$ cat config.mk
export PLATFORM = sky130hd
export DESIGN_NAME = frame_blocker
export DESIGN_NICKNAME = d
export VERILOG_FILES = /design/src/rtl/frame_blocker_pkg.sv /design/src/rtl/band_buffer.sv /design/src/rtl/frame_blocker.sv
export SDC_FILE = /design/constraint.sdc
export NUM_CORES = 2
export LEC_CHECK = 0
export ABC_CLOCK_PERIOD_IN_PS = 4530
export BUFFER_PORTS_ARGS = -buffer_cell sky130_fd_sc_hd__clkbuf_2
export CAP_MARGIN = 20
export CORE_MARGIN = 3
export CORE_UTILIZATION = 50
export DETAILED_ROUTE_END_ITERATION = 10
export PLACE_DENSITY_LB_ADDON = 0.12
export SLEW_MARGIN = 30
export SYNTH_ARGS = -nofsm -noshare
export SYNTH_HDL_FRONTEND = slang
export SYNTH_HIERARCHICAL = 1
export SYNTH_SLANG_ARGS = --single-unit
$ cat constraint.sdc
create_clock -name clk -period 4.53 [get_ports clk]
set_input_delay 0.453 -clock clk [delete_from_list [all_inputs] [get_ports clk]]
set_output_delay 0.453 -clock clk [all_outputs]
set_load 0.005 [all_outputs]
$ cat src/rtl/frame_blocker_pkg.sv
// Shared types and helpers for the frame_blocker raster-to-block reorder slice.

package frame_blocker_pkg;

    typedef enum logic [1:0] {
        StIdle,
        StFill,
        StEmit,
        StGap
    } fb_state_e;

    function automatic int unsigned calc_blocks_per_frame(input int unsigned frame_width,
                                                          input int unsigned frame_height,
                                                          input int unsigned block_size);
        return (frame_width / block_size) * (frame_height / block_size);
    endfunction

    // Counter width that never collapses to zero bits for single-valued ranges.
    function automatic int unsigned cnt_width(input int unsigned n);
        return (n > 1) ? $clog2(n) : 1;
    endfunction

endpackage

$ cat src/rtl/band_buffer.sv
// Band storage: one write port, one read port with a registered read.

module band_buffer #(
    parameter int unsigned DATA_WIDTH = 8,
    parameter int unsigned DEPTH      = 512,
    parameter int unsigned ADDR_WIDTH = 9
) (
    input  logic                  clk,
    input  logic                  wr_en,
    input  logic [ADDR_WIDTH-1:0] wr_addr,
    input  logic [DATA_WIDTH-1:0] wr_data,
    input  logic                  rd_en,
    input  logic [ADDR_WIDTH-1:0] rd_addr,
    output logic [DATA_WIDTH-1:0] rd_data
);

    logic [DATA_WIDTH-1:0] mem [DEPTH];
    logic [DATA_WIDTH-1:0] rd_data_q;

    always_ff @(posedge clk) begin
        if (wr_en) begin
            mem[wr_addr] <= wr_data;
        end
        if (rd_en) begin
            rd_data_q <= mem[rd_addr];
        end
    end

    assign rd_data = rd_data_q;

endmodule

$ cat src/rtl/frame_blocker.sv
// Buffers one band of raster pixels, then replays it as BLOCK_SIZE x BLOCK_SIZE blocks
// in row-major order, left to right, with idle gaps between blocks.

module frame_blocker
    import frame_blocker_pkg::*;
#(
    parameter int unsigned DATA_WIDTH   = 8,
    parameter int unsigned BLOCK_SIZE   = 8,
    parameter int unsigned FRAME_WIDTH  = 64,
    parameter int unsigned FRAME_HEIGHT = 64,
    parameter int unsigned BLOCK_GAP    = 2
) (
    input  logic                  clk,
    input  logic                  rst_n,
    input  logic [DATA_WIDTH-1:0] pixel_in,
    input  logic                  pixel_valid,
    input  logic                  pixel_sof,
    output logic                  pixel_ready,
    output logic [DATA_WIDTH-1:0] data_out,
    output logic                  data_valid,
    output logic                  start_data,
    output logic                  start_of_frame,
    output logic                  end_of_frame,
    output logic [31:0]           blocks_per_frame
);

    localparam int unsigned BlocksX = FRAME_WIDTH / BLOCK_SIZE;
    localparam int unsigned BandsY  = FRAME_HEIGHT / BLOCK_SIZE;
    localparam int unsigned Depth   = BLOCK_SIZE * FRAME_WIDTH;
    localparam int unsigned ColW    = cnt_width(FRAME_WIDTH);
    localparam int unsigned LineW   = cnt_width(BLOCK_SIZE);
    localparam int unsigned BandW   = cnt_width(BandsY);
    localparam int unsigned BlkW    = cnt_width(BlocksX);
    localparam int unsigned RowW    = $clog2(BLOCK_SIZE);
    localparam int unsigned SampW   = 2 * RowW;
    localparam int unsigned GapW    = cnt_width(BLOCK_GAP);
    localparam int unsigned AddrW   = cnt_width(Depth);

    localparam logic [ColW-1:0]  ColMax  = ColW'(FRAME_WIDTH - 1);
    localparam logic [LineW-1:0] LineMax = LineW'(BLOCK_SIZE - 1);
    localparam logic [BandW-1:0] BandMax = BandW'(BandsY - 1);
    localparam logic [BlkW-1:0]  BlkMax  = BlkW'(BlocksX - 1);
    localparam logic [SampW-1:0] SampMax = SampW'(BLOCK_SIZE * BLOCK_SIZE - 1);
    localparam logic [GapW-1:0]  GapMax  = GapW'(BLOCK_GAP - 1);

    fb_state_e        state_q, state_d;
    logic [ColW-1:0]  col_q, col_d;
    logic [LineW-1:0] line_q, line_d;
    logic [BandW-1:0] band_q, band_d;
    logic [BlkW-1:0]  blk_q, blk_d;
    logic [SampW-1:0] samp_q, samp_d;
    logic [GapW-1:0]  gap_q, gap_d;

    logic             xfer, abort, restart, emit_fire;
    logic             wr_en, rd_en;
    logic [AddrW-1:0] wr_addr, rd_addr;
    logic [DATA_WIDTH-1:0] rd_data;

    logic pixel_ready_q;
    logic v1_q, sd1_q, sof1_q, eof1_q;
    logic [DATA_WIDTH-1:0] data_out_q;
    logic data_valid_q, start_data_q, start_of_frame_q, end_of_frame_q;

    logic [RowW-1:0] rd_row, rd_col;

    assign rd_row  = samp_q[SampW-1:RowW];
    assign rd_col  = samp_q[RowW-1:0];
    assign rd_addr = AddrW'(rd_row) * AddrW'(FRAME_WIDTH)
                   + AddrW'(blk_q) * AddrW'(BLOCK_SIZE) + AddrW'(rd_col);

    always_comb begin
        xfer      = pixel_valid & pixel_ready_q;
        // A new frame start preempts emission, so sof is honoured even while ready is low.
        abort     = pixel_valid & pixel_sof & (state_q != StIdle);
        restart   = (xfer & pixel_sof) | abort;
        emit_fire = (state_q == StEmit) & ~abort;

        state_d = state_q;
        col_d   = col_q;
        line_d  = line_q;
        band_d  = band_q;
        blk_d   = blk_q;
        samp_d  = samp_q;
        gap_d   = gap_q;
        wr_en   = 1'b0;
        wr_addr = AddrW'(line_q) * AddrW'(FRAME_WIDTH) + AddrW'(col_q);
        rd_en   = 1'b0;

        if (restart) begin
            // The sof pixel lands at (0,0); counting resumes from column 1.
            wr_en   = 1'b1;
            wr_addr = '0;
            col_d   = ColW'(1);
            line_d  = '0;
            band_d  = '0;
            blk_d   = '0;
            samp_d  = '0;
            gap_d   = '0;
            state_d = StFill;
        end else begin
            case (state_q)
                StIdle: ;
                StFill: begin
                    if (xfer) begin
                        wr_en = 1'b1;
                        col_d = col_q + ColW'(1);
                        if (col_q == ColMax) begin
                            col_d = '0;
                            if (line_q == LineMax) begin
                                line_d  = '0;
                                blk_d   = '0;
                                samp_d  = '0;
                                state_d = StEmit;
                            end else begin
                                line_d = line_q + LineW'(1);
                            end
                        end
                    end
                end
                StEmit: begin
                    rd_en  = 1'b1;
                    samp_d = samp_q + SampW'(1);
                    if (samp_q == SampMax) begin
                        samp_d  = '0;
                        gap_d   = '0;
                        state_d = StGap;
                    end
                end
                StGap: begin
                    gap_d = gap_q + GapW'(1);
                    if (gap_q == GapMax) begin
                        gap_d = '0;
                        if (blk_q == BlkMax) begin
                            blk_d = '0;
                            if (band_q == BandMax) begin
                                band_d  = '0;
                                state_d = StIdle;
                            end else begin
                                band_d  = band_q + BandW'(1);
                                state_d = StFill;
                            end
                        end else begin
                            blk_d   = blk_q + BlkW'(1);
                            state_d = StEmit;
                        end
                    end
                end
                default: state_d = StIdle;
            endcase
        end
    end

    always_ff @(posedge clk) begin
        if (!rst_n) begin
            state_q <= StIdle;
            col_q   <= '0;
            line_q  <= '0;
            band_q  <= '0;
            blk_q   <= '0;
            samp_q  <= '0;
            gap_q   <= '0;
        end else begin
            state_q <= state_d;
            col_q   <= col_d;
            line_q  <= line_d;
            band_q  <= band_d;
            blk_q   <= blk_d;
            samp_q  <= samp_d;
            gap_q   <= gap_d;
        end
    end

    always_ff @(posedge clk) begin
        if (!rst_n) begin
            pixel_ready_q <= 1'b0;
        end else begin
            pixel_ready_q <= (state_d == StIdle) || (state_d == StFill);
        end
    end

    // Stage 1 runs alongside the RAM read; stage 2 is the output register.
    always_ff @(posedge clk) begin
        if (!rst_n || abort) begin
            v1_q             <= 1'b0;
            sd1_q            <= 1'b0;
            sof1_q           <= 1'b0;
            eof1_q           <= 1'b0;
            data_out_q       <= '0;
            data_valid_q     <= 1'b0;
            start_data_q     <= 1'b0;
            start_of_frame_q <= 1'b0;
            end_of_frame_q   <= 1'b0;
        end else begin
            v1_q             <= emit_fire;
            sd1_q            <= emit_fire && (samp_q == '0);
            sof1_q           <= emit_fire && (samp_q == '0) && (blk_q == '0) && (band_q == '0);
            eof1_q           <= emit_fire && (blk_q == BlkMax) && (band_q == BandMax);
            data_out_q       <= v1_q ? rd_data : '0;
            data_valid_q     <= v1_q;
            start_data_q     <= sd1_q;
            start_of_frame_q <= sof1_q;
            end_of_frame_q   <= eof1_q;
        end
    end

    band_buffer #(
        .DATA_WIDTH (DATA_WIDTH),
        .DEPTH      (Depth),
        .ADDR_WIDTH (AddrW)
    ) u_band_buffer (
        .clk     (clk),
        .wr_en   (wr_en),
        .wr_addr (wr_addr),
        .wr_data (pixel_in),
        .rd_en   (rd_en),
        .rd_addr (rd_addr),
        .rd_data (rd_data)
    );

    assign pixel_ready      = pixel_ready_q;
    assign data_out         = data_out_q;
    assign data_valid       = data_valid_q;
    assign start_data       = start_data_q;
    assign start_of_frame   = start_of_frame_q;
    assign end_of_frame     = end_of_frame_q;
    assign blocks_per_frame = 32'(calc_blocks_per_frame(FRAME_WIDTH, FRAME_HEIGHT, BLOCK_SIZE));

endmodule

* Word level (Yosys, flattened, before mapping) *
Memories as Yosys holds them, arrays and structs flattened. A register that Yosys moved wholly into a read port is not among the register bits.
Index checks and enable logic that the tools add are counted.

storage, ports and cells
  memories = 1
  output and inout bits = 45
  input bits = 12
  memory bits (writable) = 4096
  bits in registers = 41
  logic and storage cells = 115

operators by class
  mux-type cells = 37
  bitwise gates (word level) = 9
  $add $sub $neg = 9
  eq/ne operators = 14
  reduce and logical (&&, ||, !) cells = 27

memories
  name               depth  width  rd ports  clocked after Yosys merged registers in  wr ports  RTL line           text
  u_band_buffer.mem  512    8      1         1                                        1         band_buffer.sv:17  logic [DATA_WIDTH-1:0] mem [DEPTH];

operators by type and width
  kind                                            count
  2-to-1 mux 6 bit                                5
  2-to-1 mux 3 bit                                7
  adder 9 x 6 -> 9 bit                            2
  2-to-1 mux 2 bit                                7
  2-to-1 mux 1 bit                                13
  adder 6 x 1 -> 6 bit (second input constant)    2
  == test 6 bit (second input constant)           2
  one-hot mux 6 bit (2 select lines)              1
  nonzero test 2 bit                              6
  adder 3 x 1 -> 3 bit (second input constant)    3
  adder 9 x 3 -> 9 bit                            1
  == test 3 bit (second input constant)           3
  2-to-1 mux 9 bit                                1
  != test 2 bit (second input constant)           4
  zero test 3 bit                                 2
  zero test 6 bit                                 1
  one-hot mux 2 bit (3 select lines)              1
  one-hot mux 3 bit (2 select lines)              1
  AND reduction 2 bit                             3
  AND reduction 3 bit                             2
  AND 1 bit                                       5
  logical AND 1 bit                               5
  AND reduction 5 bit                             1
  == test 2 x 1 -> 1 bit (second input constant)  2
  other kinds (11)                                16

* Longest topological paths before layout *
  word-level depth = 8
  depth in mapped cells = 12
  mapped depth without buffers = 7

* Hierarchy *
Netlist, hierarchy kept.

by module, submodules not included
  module         cells an instance  seq. area each (µm²)  instances  area each (µm²)
  band_buffer    8030               123238.2              1          160007.2
  frame_blocker  235                820.8                 1          2084.5

* Worst setup path before layout *
No wires, ideal clock.

  path type = reg-to-reg
  from = register state_q[1]
  to = memory u_band_buffer.mem[70][0] (enable)
  arrival = 2.347 ns
  setup time = 0.370 ns
  period minus slack after synthesis = 2.717 ns
  cell stages (with the launch flop) = 8
  setup slack = 1.813 ns
  buffers on the path = 2
  required time = 4.160 ns
  cell sequence = dfxtp_1 o311ai_4 clkbuf_1 and2_1 nor3b_1 nand2_1 clkbuf_1 nor2_1

on the way
  elaborated cells between the ends (all ways) = 9
  classes of those cells = eq/ne: 1; mux: 5; bitwise: 2; reduce/logical: 1

RTL lines
  what                    RTL line              text
  from (decl)             frame_blocker.sv:46   fb_state_e state_q, state_d;
  from (signal assigned)  frame_blocker.sv:155  state_q <= StIdle;
  from (signal assigned)  frame_blocker.sv:163  state_q <= state_d;
  nonzero test 2 bit      frame_blocker.sv:74   abort = pixel_valid & pixel_sof & (state_q != StIdle);
  AND 1 bit               frame_blocker.sv:74
  OR 1 bit                frame_blocker.sv:75   restart = (xfer & pixel_sof) | abort;
  2-to-1 mux 9 bit        frame_blocker.sv:89   if (restart) begin
  net wr_addr[6]          frame_blocker.sv:56   logic [AddrW-1:0] wr_addr, rd_addr;
  to (decl)               band_buffer.sv:17

The timed path passes the listed nets, and every way through them passes these cells.

* Worst setup path in the final report *
  from = register samp_q[0]
  to = register u_band_buffer.rd_data_q[4] (netlist: u_band_buffer/rd_data[4]), read port of u_band_buffer.mem (data pin)

on the way
  word-level cells in the longest chain between the ends = 1

ends and longest elaborated chain
  what                    RTL line              text
  from (decl)             frame_blocker.sv:51   logic [SampW-1:0] samp_q, samp_d;
  from (signal assigned)  frame_blocker.sv:168  samp_q <= samp_d;
  adder 9 x 3 -> 9 bit    frame_blocker.sv:69   + AddrW'(blk_q) * AddrW'(BLOCK_SIZE) + AddrW'(rd_col);
  to (decl)               band_buffer.sv:18     logic [DATA_WIDTH-1:0] rd_data_q;

Every way passes these cells.
A chain may end at the register's enable or synchronous reset.

==> results.md <==
- Row cnt: 208
- Worst-case clock buffer depth: 4
- Clock-pin slew on the worst setup and hold paths: 60 ps
- YS warnings: 6
- Synthesized area: 162000 µm²
- Die Span X: 575 µm
- Final non-filler cell total: 13.3k
- Post-Route Utilization: 56.8%
- Max-cap check violation count: 0
- Yosys reg bits: 4145
- Main combinational cell family by area after synthesis: multiplexers
- Worst setup EP type: register
- Path type of the worst min-delay path: in2reg
- Core area: 322000 µm²
- Filler instances: 24.1k
- R2R Setup Slk: 190 ps
- RSZ-0062 raised after global routing: false
- Pin count of the biggest net entering global routing: 157
- Clk_lat worst skew: 960 ps
- Worst-margin pin slew: 1000 ps
- Pre-CTS setup slack: 289 ps
- CP most frequent cell: buf_4
- Crit-path cells: buf_12 > buf_4 > buf_4 > mux4_2 > o22ai_1 > o21ai_0 > nand4_1 > buf_4 > nor4_1 > buf_4 > o2111a_1
- CTS Root Cell: clkbuf_16
- CTS sink cnt: 4145
- Setup violators final: 0
- DRC Markers: 0
- Post-DP HPWL: 268000 µm
- Via count: 84.1k
- Most frequent cells after synthesis: edfxtp_1 (4104), mux2i_1 (800), mux4_2 (654)
- Status: finished clean
- Placed cells: 12.5k
- Die Y: 575 µm
- Final Skew: 38.9 ps
- GP Congestion: 0.890
- F_max: 230 MHz
- Final WS setup: 185 ps
- Synth top area share: 76.0%
- Die footprint: 331000 µm²
- Starting Density: 50.4%
- Post-route setup TNS: 0 ps
- Post-DR wirelength/cell: 32.4 µm
- Fin. max-slew vios: 0
- Synth Area in Adders: 0.0926%
- Vias in the first global route: 84.0k
- Share of cells above drive strength 1: 19.7%
- Slew HR: 32.5%
- WP data required: 5350 ps
- Antenna Nets Post-Route: 0
- Worst ir drop on vdd: 320 µV
- First-pass GRT wire length: 619000 µm
- 1st-pass router iterations: 6
- Cell with the most instances after synthesis: edfxtp_1
- Critical path's largest stage delay: 770 ps
- Antenna violations before repair: 27
- Number of synthesized flops with an enable pin: 4104
- Period utilization: 95.9%
- Simple-Gate Fraction of Synth Area: 2.91%
- Post-Synth XOR/XNOR Area: 0.0108%
- Number of buffers created by CTS: 423
- CP arrival: 5170 ps
- Final hold slack: 71.4 ps
- Layout overhead on the synthesized area: 12.8%
- Critical Path Start Type: register
- WL final: 432000 µm
- IO Pins: 57
- Post-synth ARST share: 0%
- Pwr/cell area: 421 nW/µm²
- Unique masters post-synth: 62
- CP max FO: 16
- IO buf count: 24
- Top cells by area, synth: edfxtp_1 (76%), mux4_2 (9.1%), mux2i_1 (4.9%)
- Total grt overflow: 0
- Ys flop type: edfxtp_1
- Iter 0 DRT Violations: 10.1k
- Worst setup path class: reg2reg
- H-tree Lvls: 5
- Seq/Total Area, Yosys: 76.5%
- Final nets: 8677
- # Post-CTS Setup Buffers: 0
- P_leak: 54.2 nW
- Post-CTS Resized: 0
- Syn Inst Count: 8265
- Compound-gate portion of the synthesized area: 4.40%
- Final hold viol count: 0
- Slowest-stage cell, CP: dfxtp_4
- Cell taking the most area after synthesis: edfxtp_1
- Mean Syn Cell Area: 19.6 µm²
- GRT Overall Usage: 25.9%
- Multiplexer share of the synthesized area: 14.0%
- CTS tree: yes
- DR vias/cell: 6.32
- Crit path time final: 4340 ps
[critical path: cells and delay by family (launching register included)]
kind	cells	cell delay [ps]
flip-flops	1	770
multiplexers	1	300
buffers and inverters	5	1420
AND/OR/NAND/NOR	2	710
AO/OA/AOI/OAI	3	980
[sequential cells by signal (all words and copies together) (netlist names), 2 cells and up]
name                   count
u_band_buffer/mem       4096
band_q                     3
state_q                    2
col_q                      6
blk_q                      3
data_out                   8
u_band_buffer/rd_data      8
samp_q                     6
line_q                     3
[through the flow]
stage	cell area, µm²	total power [W]
after floorplan	162000	0.0430
after global placement	169000	0.0438
after detailed placement	169000	0.0438
after CTS	183000	0.0775
after global routing	183000	0.0791
final	183000	0.0769
[cell families after synthesis]
| family | after synthesis |
|---|---|
| AO/OA/AOI/OAI | 1015 |
| XOR/XNOR | 2 |
| adder cells (fa/ha/maj) | 12 |
| buffers and inverters | 566 |
| flip-flops | 4145 |
| multiplexers | 1454 |
| other | 2 |
| AND/OR/NAND/NOR | 1069 |
[path summary, 6_finish.rpt]
kind,depth (start not counted),endpoint,start
max reg2reg,11,u_band_buffer/rd_data[4],samp_q[0]
min,1,u_band_buffer/mem[387][5],pixel_in[5]
max,11,u_band_buffer/rd_data[4],samp_q[0]
min reg2reg,2,line_q[0],line_q[0]
[cell usage in the layout, fill, tap and decap left out, drive strengths merged, types with 163 or more instances in the layout]
cell type and count:
edfxtp 4104, mux2i 800, mux4 654, nor2 609, clkbuf 535, buf 462
o221ai 372, a21oi 211, clkinv 184, o22ai 163
[repair_timing]
| item | CTS | global route |
|---|---|---|
| endpoints found under the setup margin | 0 | 0 |
| endpoints found under the hold margin | 106 | 20 |
| hold buffers | 8 | 1 |
[power breakdown]
| group | total, W | internal [W] | switching [W] |
|---|---|---|---|
| Combinational | 0.000867 | 0.000103 | 0.000764 |
| Sequential | 0.0421 | 0.0421 | 0.00000536 |
| Clock | 0.0339 | 0.0196 | 0.0143 |
[metal layers]
layer,GRT usage [%],up-vias,wire [µm]
met5,0,-,68
met4,8.16,10,14800
li1,-,35000,-
met2,40.5,3742,204000
met1,37.2,44600,176000
met3,4.74,715,36400
[cell type report]
cell class	instances	area [µm²]	area share [%]
Tap cell	4305	5390	2.95
Antenna cell	9	22.5	0.0123
Timing Repair Buffer	487	4780	2.61
Inverter	12	52.6	0.0287
Multi-Input combinational cell	3584	35100	19.2
Clock inverter	246	2360	1.29
Clock buffer	519	11100	6.05
Sequential cell	4145	124000	67.9
Note: power is estimated with default switching activity, not from simulation.
